## config.mk

```make
export PLATFORM = sky130hd
export DESIGN_NAME = keypoint_write_arbiter
export DESIGN_NICKNAME = d
export VERILOG_FILES = /design/src/rtl/keypoint_write_arbiter.sv
export SDC_FILE = /design/constraint.sdc
export NUM_CORES = 1
export LEC_CHECK = 0
export CAP_MARGIN = 20
export CORE_AREA = 2 2 127 129
export CTS_BUF_LIST = sky130_fd_sc_hd__clkbuf_4 sky130_fd_sc_hd__clkbuf_8
export CTS_CLUSTER_SIZE = 24
export DETAILED_ROUTE_END_ITERATION = 12
export DIE_AREA = 0 0 129 131
export PLACE_DENSITY = 0.86
export SLEW_MARGIN = 20
export SYNTH_ARGS = -nofsm -noshare
export SYNTH_HDL_FRONTEND = slang
export SYNTH_SLANG_ARGS = --single-unit
```

## constraint.sdc

```tcl
create_clock -name clk -period 3.73 [get_ports clk]
set_input_delay 1.119 -clock clk [delete_from_list [all_inputs] [get_ports clk]]
set_output_delay 1.119 -clock clk [all_outputs]
set_load 0.02 [all_outputs]
```

## src/rtl/keypoint_write_arbiter.sv

```systemverilog
// Keypoint write arbiter: three per-octave FIFOs drained round-robin into
// consecutive keypoint BRAM addresses, each entry tagged with its octave.
module keypoint_write_arbiter #(
    parameter int unsigned DIMENSION        = 64,
    parameter int unsigned NUMBER_KEYPOINTS = 1000,
    parameter int unsigned FIFO_DEPTH       = 4,
    localparam int unsigned LW = $clog2(DIMENSION),
    localparam int unsigned AW = $clog2(NUMBER_KEYPOINTS)
) (
    input  logic            clk,
    input  logic            rst_in,
    input  logic            start,
    input  logic            o1_valid,
    input  logic [LW-1:0]   o1_x,
    input  logic [LW-1:0]   o1_y,
    output logic            o1_ready,
    input  logic            o1_done,
    input  logic            o2_valid,
    input  logic [LW-1:0]   o2_x,
    input  logic [LW-1:0]   o2_y,
    output logic            o2_ready,
    input  logic            o2_done,
    input  logic            o3_valid,
    input  logic [LW-1:0]   o3_x,
    input  logic [LW-1:0]   o3_y,
    output logic            o3_ready,
    input  logic            o3_done,
    output logic            key_wea,
    output logic [AW-1:0]   key_write_addr,
    output logic [2*LW+1:0] keypoint_out,
    output logic [AW:0]     key_count,
    output logic            overflow,
    output logic            keypoints_done
);

    localparam int unsigned PW = $clog2(FIFO_DEPTH);
    localparam int unsigned EW = 2 * LW;
    localparam logic [AW:0] KeyCap = (AW + 1)'(NUMBER_KEYPOINTS);

    typedef enum logic [1:0] {StIdle, StRun, StDrain, StDone} state_e;

    state_e          state_q, state_d;
    logic [2:0]      valid_in, done_in, ready, push, empty, full;
    logic [2:0]      done_q, done_d;
    logic [EW-1:0]   data_in [3];
    logic [EW-1:0]   mem_q [3][FIFO_DEPTH];
    logic [PW:0]     wr_ptr_q [3];
    logic [PW:0]     wr_ptr_d [3];
    logic [PW:0]     rd_ptr_q [3];
    logic [PW:0]     rd_ptr_d [3];
    logic [1:0]      rr_ptr_q, rr_ptr_d;
    logic [AW:0]     key_count_q, key_count_d;
    logic [AW-1:0]   addr_q, addr_d;
    logic [EW+1:0]   kp_q, kp_d;
    logic            wea_q, wea_d;
    logic            overflow_q, overflow_d;
    logic            active;
    logic            gnt_any;
    logic [1:0]      gnt_idx;
    logic [EW-1:0]   pop_data;

    assign valid_in   = {o3_valid, o2_valid, o1_valid};
    assign done_in    = {o3_done, o2_done, o1_done};
    assign data_in[0] = {o1_y, o1_x};
    assign data_in[1] = {o2_y, o2_x};
    assign data_in[2] = {o3_y, o3_x};

    assign active   = (state_q == StRun) || (state_q == StDrain);
    assign o1_ready = ready[0];
    assign o2_ready = ready[1];
    assign o3_ready = ready[2];

    // FIFO status, handshakes and pointer updates.
    always_comb begin
        for (int i = 0; i < 3; i++) begin
            empty[i] = (wr_ptr_q[i] == rd_ptr_q[i]);
            full[i]  = (wr_ptr_q[i][PW] != rd_ptr_q[i][PW]) &&
                       (wr_ptr_q[i][PW-1:0] == rd_ptr_q[i][PW-1:0]);
            // No push-through: a full FIFO refuses even while it pops.
            ready[i] = active && !full[i];
            push[i]  = valid_in[i] && ready[i];
            wr_ptr_d[i] = wr_ptr_q[i] + (PW + 1)'(push[i]);
            rd_ptr_d[i] = rd_ptr_q[i] + (PW + 1)'(gnt_any && (gnt_idx == 2'(i)));
        end
    end

    // Round-robin grant: first non-empty FIFO searching from the pointer.
    always_comb begin
        int c;
        gnt_any = 1'b0;
        gnt_idx = 2'd0;
        for (int k = 0; k < 3; k++) begin
            c = int'(rr_ptr_q) + k;
            if (c >= 3) c = c - 3;
            if (active && !gnt_any && !empty[c]) begin
                gnt_any = 1'b1;
                gnt_idx = 2'(c);
            end
        end
    end

    assign pop_data = mem_q[gnt_idx][rd_ptr_q[gnt_idx][PW-1:0]];

    // FIFO storage; contents need no reset since pointers define validity.
    always_ff @(posedge clk) begin
        for (int i = 0; i < 3; i++) begin
            if (push[i]) mem_q[i][wr_ptr_q[i][PW-1:0]] <= data_in[i];
        end
    end

    // Session FSM, write-port registers, counters and sticky flags.
    always_comb begin
        state_d     = state_q;
        done_d      = done_q;
        rr_ptr_d    = rr_ptr_q;
        key_count_d = key_count_q;
        addr_d      = addr_q;
        kp_d        = kp_q;
        wea_d       = 1'b0;
        overflow_d  = overflow_q;

        if (gnt_any) begin
            rr_ptr_d = (gnt_idx == 2'd2) ? 2'd0 : gnt_idx + 2'd1;
            if (key_count_q < KeyCap) begin
                wea_d       = 1'b1;
                kp_d        = {gnt_idx + 2'd1, pop_data};
                addr_d      = key_count_q[AW-1:0];
                key_count_d = key_count_q + (AW + 1)'(1);
            end else begin
                // BRAM full: drop the entry but keep popping so sources never stall.
                overflow_d = 1'b1;
            end
        end

        unique case (state_q)
            StIdle, StDone: begin
                if (start) begin
                    state_d     = StRun;
                    done_d      = 3'b000;
                    rr_ptr_d    = 2'd0;
                    key_count_d = '0;
                    addr_d      = '0;
                    overflow_d  = 1'b0;
                end
            end
            StRun: begin
                done_d = done_q | done_in;
                if (&done_q) state_d = StDrain;
            end
            StDrain: begin
                // A push this cycle would land in an empty FIFO after we leave.
                if ((&empty) && !(|push)) state_d = StDone;
            end
            default: state_d = StIdle;
        endcase
    end

    // State registers with asynchronous active-low reset.
    always_ff @(posedge clk or negedge rst_in) begin
        if (!rst_in) begin
            state_q     <= StIdle;
            done_q      <= 3'b000;
            rr_ptr_q    <= 2'd0;
            key_count_q <= '0;
            addr_q      <= '0;
            kp_q        <= '0;
            wea_q       <= 1'b0;
            overflow_q  <= 1'b0;
            for (int i = 0; i < 3; i++) begin
                wr_ptr_q[i] <= '0;
                rd_ptr_q[i] <= '0;
            end
        end else begin
            state_q     <= state_d;
            done_q      <= done_d;
            rr_ptr_q    <= rr_ptr_d;
            key_count_q <= key_count_d;
            addr_q      <= addr_d;
            kp_q        <= kp_d;
            wea_q       <= wea_d;
            overflow_q  <= overflow_d;
            for (int i = 0; i < 3; i++) begin
                wr_ptr_q[i] <= wr_ptr_d[i];
                rd_ptr_q[i] <= rd_ptr_d[i];
            end
        end
    end

    assign key_wea        = wea_q;
    assign key_write_addr = addr_q;
    assign keypoint_out   = kp_q;
    assign key_count      = key_count_q;
    assign overflow       = overflow_q;
    assign keypoints_done = (state_q == StDone);

endmodule
```

# Yosys cells after proc, flatten, opt, wreduce, memory -nomap -nowiden
# Memory sizes are Yosys's and may differ from the RTL's.
# Index checks and enable logic that the tools add are counted.
# op_classes
add_sub_neg	13
n_lt_le_gt_ge	15
eq_ne	17
muxes	60
n_bitwise	6
reduce_logical	41
# op_table
operator	count
$mux 48	3
$lt 32x4->1 const B	3
$mux 32	3
$demux 12 s2	3
$mux 12	5
$mux 11	4
$mux 10	4
$bmux 12 s2	1
$mux 2	12
$logic_and 1x1->1	21
$add 3x1->3	6
$mux 1	18
$ge 3x3->1 const B	5
$not 2->3	5
$add 11x1->11 const B	1
$lt 11x10->1 const B	1
$eq 3x3->1	3
$logic_not 1->1	9
$lt 3x1->1 const B	3
$reduce_and 3->1	3
$sub 3x2->4 const B	2
$bmux 1 s2	3
$bmux 3 s2	1
$eq 2x2->1	3
other kinds (21)	30
# totals
ff_bits	62
mem_bits_rw	144
inputBits	45
output_inout_bits	41
wordCells	167
n_memories	1
# memory_table
name	words	word_bits	rd	rd_clocked_by_memory_dff	wr	line	source
mem_q	3	48	1	0	3	46	logic [EW-1:0] mem_q [3][FIFO_DEPTH];

# Longest topological paths before layout
# Gate-level depths: netlist of the first run.
# depth
depth_word	24
mapped_depth	16
ltp_nobuf	13

# Worst setup path after synthesis of the first run
# No wires, ideal clock.
# synth_timing
path_kind	register to register
from	register rr_ptr_q[0]
to	register rd_ptr_q[2] in the netlist's numbering
setup_ns	0.125
arrival_ns	3.095
required_time_ns	3.605
setup_slack_ns	0.510
stages_incl_launch_ff	16
n_path_buf	2
synth_period_minus_slack_ns	3.220
path_cell_list	dfrtp_1 -> inv_1 -> ha_1 -> nor2_1 -> and4_1 -> or4_4 -> nand3b_4 -> a21oi_4 -> inv_2 -> buf_2 -> buf_2 -> ha_1 -> and2_1 -> ha_1 -> ha_1 -> xor2_1
# synth_lines
element	line	source
from (decl)	51	logic [1:0] rr_ptr_q, rr_ptr_d;
from (signal assigned)	176	rr_ptr_q <= rr_ptr_d;
to (signal, indexed assignment)	184	rd_ptr_q[i] <= rd_ptr_d[i];
to (decl)	49	logic [PW:0] rd_ptr_q [3];

# Worst setup path in the final report of the first run
# layout_timing
from	register state_q[0]
to	output o3_ready
# layout_via
elab_chain_cells	3
elab_cells_between_ends	4
cone_classes	eq/ne (2); reduce/logical (2)
# layout_lines
element	line	source
from (decl)	42	state_e state_q, state_d;
from (signal assigned)	161	state_q <= StIdle;
from (signal assigned)	174	state_q <= state_d;
$eq 2x1->1 / $eq 2x2->1 (equally long branches)	68	assign active = (state_q == StRun) || (state_q == StDrain);
$logic_or 1x1->1 *	68	
$logic_and 1x1->1 *	80	ready[i] = active && !full[i];
to (decl)	26	output logic o3_ready,
# Mark *: on every way between the ends. The rest lies on a longest branch, timed or not.

==> flow_metrics.env, run 1 <==
export IMPL_max_stage_delay_ps=640
export IMPL_critPathRequiredTime_ps=2610
export IMPL_core_um2=15600
export IMPL_crit_path_top_delay_cell="clkdlybuf4s50_1"
export IMPL_drt_iter0_drc=513
export IMPL_slew_headroom_pct=34.05
export IMPL_max_freq_mhz=280.7
export IMPL_startpoint_type="flip-flop"
export IMPL_period_share_pct=95.52
export IMPL_cts_tree="done"
export IMPL_fp_row_count=46
export IMPL_initial_utilization_pct=57.38
export IMPL_ys_seq_elements=206
export IMPL_cts_resized=0
export IMPL_ctsHoldBuffers=0
export IMPL_grt_usage_pct=23.97
export IMPL_viasPerCell=5.902
export IMPL_die_area_um2=16900
export IMPL_clk_pin_slew_ps=70
export IMPL_clockBufferDepth=3
export IMPL_io_buffers=85
export IMPL_nFillCells=1042
export IMPL_avgSynthCellArea_um2=14.01
export IMPL_htreeDepth=1
export IMPL_grt_max_degree=63
export IMPL_synth_edf_count=144
export IMPL_grt_overflow_total=0
export IMPL_clk_latency_ps=570
export IMPL_synth_area_um2=8950
export IMPL_hold_path_class="flip-flop to flip-flop"
export IMPL_dp_slack_ps=369.8
export IMPL_layout_drive_gt1_share_pct=12.19
export IMPL_postCtsSetupBuffers=0
export IMPL_hold_slack_ps=485.8
export IMPL_maxSlewViolCount=0
export IMPL_drt_first_pass_iters=5
export IMPL_ys_warnings_count=0
export IMPL_drv_cap=0
export IMPL_fin_ws_ps=167.2
export IMPL_wire_per_inst_um=20.47
export IMPL_synth_async_sr_flop_share_pct=30.10
export IMPL_grt_pass1_wl_um=31060
export IMPL_dp_hpwl_um=14170
export IMPL_grt_pass1_vias=5752
export IMPL_hold_violations=0
export IMPL_path_class="flip-flop to output pin"
export IMPL_clock_sinks=206
export IMPL_ys_types=54
export IMPL_root_buffer="clkbuf_8"
export IMPL_antenna_found_initial=0
export IMPL_cts_made_buffers=31
export IMPL_tightest_slew_ps=984.9
export IMPL_rsz0062_at_grt="no"
export IMPL_drt_wl_total_um=20210
export IMPL_multi_input_area_um2=2877
export IMPL_yosysSeqAreaShare_pct=65.65
export IMPL_reg2reg_setup_slack_ps=320
export IMPL_ant_nets=0
export IMPL_worstSetupStartpoint="state_q[0]"
export IMPL_rr_startpoint="state_q[0]"
export IMPL_num_antenna_cells=0
export IMPL_setup_viol=0
export IMPL_vias=5825
export IMPL_io_pin_count=86
export IMPL_die_y_um=131
export IMPL_synthCells=639
export IMPL_end_kind="output pin"
export IMPL_nNetsFinal=815
export IMPL_path_max_fanout=15
export IMPL_place_congestion=0.9205
export IMPL_ff_latch_area_um2=5876
export IMPL_status="finished, final reports clean"
export IMPL_synth_main_ff_cell="edfxtp_1"
export IMPL_min_delay_start="wr_ptr_q[5]"
export IMPL_fin_setup_tns_ps=0
export IMPL_finalClockSkew_ps=19.29
export IMPL_min_period_ps=3563
export IMPL_path_cells="inv_1, ha_1, a21oi_1, clkdlybuf4s50_1"
export IMPL_die_w_um=129
export IMPL_arrival_ps=2440
export IMPL_syn_nets=708
export IMPL_syn2layout_area_growth_pct=19.78
export IMPL_drc=0
critical path, delay by kind of cell, from the launching register on:
kind                       cells  cell delay (ps)
AOI/OAI and AO/OA              1              260
adders and majority gates      1              500
buffers and inverters          2              720
DFF                            1              400
path summary, 6_finish.rpt:
check | endpoint | depth (start not counted)
min in group asynchronous | key_count[10] | 2
hold reg to reg | wr_ptr_q[5] | 1
hold / removal | wr_ptr_q[5] | 1
setup reg to reg | keypoint_out[1] | 10
max in group asynchronous | keypoint_out[3] | 2
setup / recovery | o3_ready | 4
final cells by class:
| type | count | area share, % |
|---|---|---|
| Inverter | 11 | 0.3852 |
| Tap cell | 216 | 2.521 |
| Clock buffer | 47 | 5.509 |
| Clock inverter | 11 | 0.5135 |
| Multi-Input combinational cell | 389 | 26.83 |
| Timing Repair Buffer | 107 | 9.430 |
| Sequential cell | 206 | 54.81 |
cell usage after synthesis (3+ instances only):
cell type / number / area (µm²)
and3_1: 7 / 43.79
buf_2: 7 / 35.03
a31oi_1: 15 / 93.84
dfrtp_1: 62 / 1551
nor4_1: 7 / 43.79
nand2b_1: 8 / 50.05
nand2_1: 36 / 135.1
a32oi_1: 12 / 105.1
nor2b_1: 4 / 25.02
and2_1: 9 / 56.30
mux2i_1: 73 / 730.7
xor2_1: 14 / 122.6
nand3_1: 31 / 155.2
ha_1: 24 / 300.3
buf_4: 3 / 22.52
buf_6: 3 / 33.78
nand4_1: 3 / 18.77
xnor2_1: 6 / 52.55
a21oi_1: 15 / 75.07
edfxtp_1: 144 / 4324
o221ai_1: 12 / 105.1
xor2_2: 3 / 48.80
nor3_1: 5 / 25.02
clkbuf_1: 20 / 75.07
inv_1: 9 / 33.78
o2bb2ai_1: 12 / 105.1
and4_1: 3 / 26.28
o21ai_0: 22 / 110.1
nor2_1: 37 / 138.9
stage by stage:
stage                     instances  instance area (µm²)  utilization [%]
after floorplan                 639                 8950                -
after CTS                       987                10720            68.73
final                           987                10720            68.73
after global routing            987                10720            68.73
after global placement          929                10070            64.59
after detailed placement        929                10070            64.59
placed cells by master, fill, tap and decap left out, types with 24 or more instances in the layout:
master,instances
clkbuf_8,38
clkdlybuf4s50_1,84
dfrtp_1,62
edfxtp_1,144
ha_1,24
mux2i_1,73
nand2_1,36
nand3_1,31
nor2_1,37
flip-flops by register name, indices dropped and copies added (netlist names):
register and count:
rr_ptr_q 2, done_q 3, keypoint_out 14, key_wea 1, key_write_addr 10, rd_ptr_q 9, mem_q 144, wr_ptr_q 9
overflow 1, key_count 11, state_q 2
kinds of logic after synthesis:
group | after synthesis | share of synthesized area, %
compound gates | 104 | 8.290
xor+xnor | 23 | 2.503
fa+ha+maj | 24 | 3.355
buf+inv | 44 | 2.321
flops | 206 | 65.65
mux | 74 | 8.416
simple gates | 164 | 9.464
per-layer routing:
layer | part of all wire (%) | track usage [%]
met1 | 41 | 32.19
met2 | 49 | 39.96
met3 | 8.4 | 5.130
met4 | 2.0 | 6.969
met5 | 0 | 0
Power of run 1 is left out: the tool's default activity adds up to more than one toggle a clock period on the data nets, which glitch-free logic cannot reach.
==> run 2, diff against run 1 <==
TNS_END_PERCENT = 10   (was unset)
==> results of run 2 <==
No change in the layout: final DEF, timing and power equal those of run 1.
Power of run 2 is left out for the same reason.
==> run 3, diff against run 2 <==
CORE_AREA = 2 2 114 143   (was 2 2 127 129)
DIE_AREA = 0 0 116 145   (was 0 0 129 131)
PLACE_DENSITY = 0.87   (was 0.86)
clock period = 3.91 ns   (was 3.73 ns; I/O delays follow)
==> flow_metrics.env, run 3 (synthesized netlist as in run 1, its figures left out) <==
export IMPL_status="finished, final reports clean"
export IMPL_vias=6064
export IMPL_drc=0
export IMPL_place_congestion=1.042
export IMPL_num_antenna_cells=0
export IMPL_drt_wl_total_um=21250
export IMPL_r2r_cells=11
export IMPL_die_area_um2=16820
export IMPL_die_w_um=116
export IMPL_io_pin_count=86
export IMPL_end_kind="flip-flop"
export IMPL_fin_setup_tns_ps=0
export IMPL_fp_row_count=51
export IMPL_dp_hpwl_um=15080
export IMPL_root_buffer="clkbuf_8"
export IMPL_max_stage_delay_ps=590
export IMPL_path_max_fanout=15
export IMPL_grt_usage_pct=26.02
export IMPL_hold_slack_ps=486.9
export IMPL_min_period_ps=3655
export IMPL_tightest_slew_ps=977.6
export IMPL_grt_max_degree=40
export IMPL_slew_headroom_pct=34.54
export IMPL_placed_area_um2=10060
export IMPL_core_um2=15440
export IMPL_layout_drive_gt1_share_pct=12.19
export IMPL_clock_sinks=206
export IMPL_rr_startpoint="state_q[0]"
export IMPL_die_y_um=145
export IMPL_reg2reg_setup_slack_ps=250
export IMPL_cts_tree="done"
export IMPL_nNetsFinal=815
export IMPL_arrival_ps=4060
export IMPL_max_freq_mhz=273.6
export IMPL_rr_endpoint="keypoint_out[0]"
export IMPL_initial_utilization_pct=57.96
export IMPL_htreeDepth=1
export IMPL_mostFrequentLayoutCells="edfxtp_1 (144), clkdlybuf4s50_1 (84), mux2i_1 (73)"
export IMPL_crit_path_end="keypoint_out[0]"
export IMPL_hold_path_class="flip-flop to flip-flop"
export IMPL_path_cells="inv_1, ha_1, nor2b_1, o41ai_1, o41a_1, nand3_2, nand2b_1, inv_2, buf_4, o211ai_1, o221ai_1"
export IMPL_wire_per_inst_um=21.61
export IMPL_drt_iter0_drc=727
export IMPL_clk_pin_slew_ps=70
export IMPL_finalClockSkew_ps=11.54
export IMPL_postCtsSetupBuffers=0
export IMPL_grt_overflow_total=0
export IMPL_crit_path_top_delay_cell="ha_1"
export IMPL_critPathRequiredTime_ps=4320
export IMPL_drv_cap=0
export IMPL_cts_made_buffers=31
export IMPL_rsz0062_at_grt="no"
export IMPL_clockBufferDepth=3
export IMPL_startpoint_type="flip-flop"
export IMPL_viasPerCell=6.169
export IMPL_ant_nets=0
export IMPL_antenna_found_initial=0
export IMPL_setup_viol=0
export IMPL_clk_latency_ps=580
export IMPL_largest_reg_flops=144
export IMPL_final_common_cell="edfxtp_1"
export IMPL_design_area_um2=10700
export IMPL_period_share_pct=93.49
export IMPL_ctsHoldBuffers=0
export IMPL_hold_violations=0
export IMPL_io_buffers=85
export IMPL_path_class="flip-flop to flip-flop"
export IMPL_grt_pass1_vias=6208
export IMPL_syn2layout_area_growth_pct=19.50
export IMPL_worstSetupStartpoint="state_q[0]"
export IMPL_maxSlewViolCount=0
export IMPL_grt_pass1_wl_um=33530
export IMPL_drt_first_pass_iters=6
[run 3: metrics by stage]
stage               utilization [%]  worst slack, ps  std cells
floorplan                         -            690.5        639
global placement              65.18            587.2        925
detailed placement            65.18            350.8        925
CTS                           69.25            152.0        983
global route                  69.26            58.89        983
finish                        69.26            254.5        983
[run 3: layout make-up]
cell class	instances	area, µm²
sequential	206	5877
clock inverter	11	57.56
fill	1069	4747
tap	212	265.3
multi-input combinational	389	2872
timing repair buffer	107	1011
clock buffer	47	571.8
inverter	11	41.29
[run 3: how the worst min path moves through the flow]
stage / cells after the start / startpoint / slack [ps] / endpoint
after global placement: 1 / rd_ptr_q[5] / 470 / rd_ptr_q[5]
after floorplan: 1 / wr_ptr_q[5] / 460 / wr_ptr_q[5]
after CTS: 1 / wr_ptr_q[5] / 500 / wr_ptr_q[5]
after global routing: 1 / wr_ptr_q[5] / 520 / wr_ptr_q[5]
final: 1 / wr_ptr_q[5] / 490 / wr_ptr_q[5]
after detailed placement: 1 / wr_ptr_q[5] / 480 / wr_ptr_q[5]
[run 3: per-layer routing]
layer	up-vias	routed length, µm	global-route usage [%]
met2	382	10900	43.86
li1	2640	-	-
met1	2953	7653	32.51
met5	-	0	0
met3	89	1735	4.678
met4	0	961	11.73
[run 3: what timing repair did]
| item | CTS | global route |
|---|---|---|
| hold endpoints to repair | 0 | 0 |
| resized for setup | 0 | 1 |
| setup endpoints to repair | 0 | 1 |
[run 3: worst max-delay path, delay by kind of cell, from the launching register on]
| family | cells | cell delay, ps |
|---|---|---|
| buffers and inverters | 3 | 400 |
| AND/OR/NAND/NOR | 3 | 930 |
| flip-flops | 1 | 400 |
| adder cells (fa/ha/maj) | 1 | 590 |
| AO/OA/AOI/OAI | 4 | 1150 |
Power of run 3 is left out for the same reason.
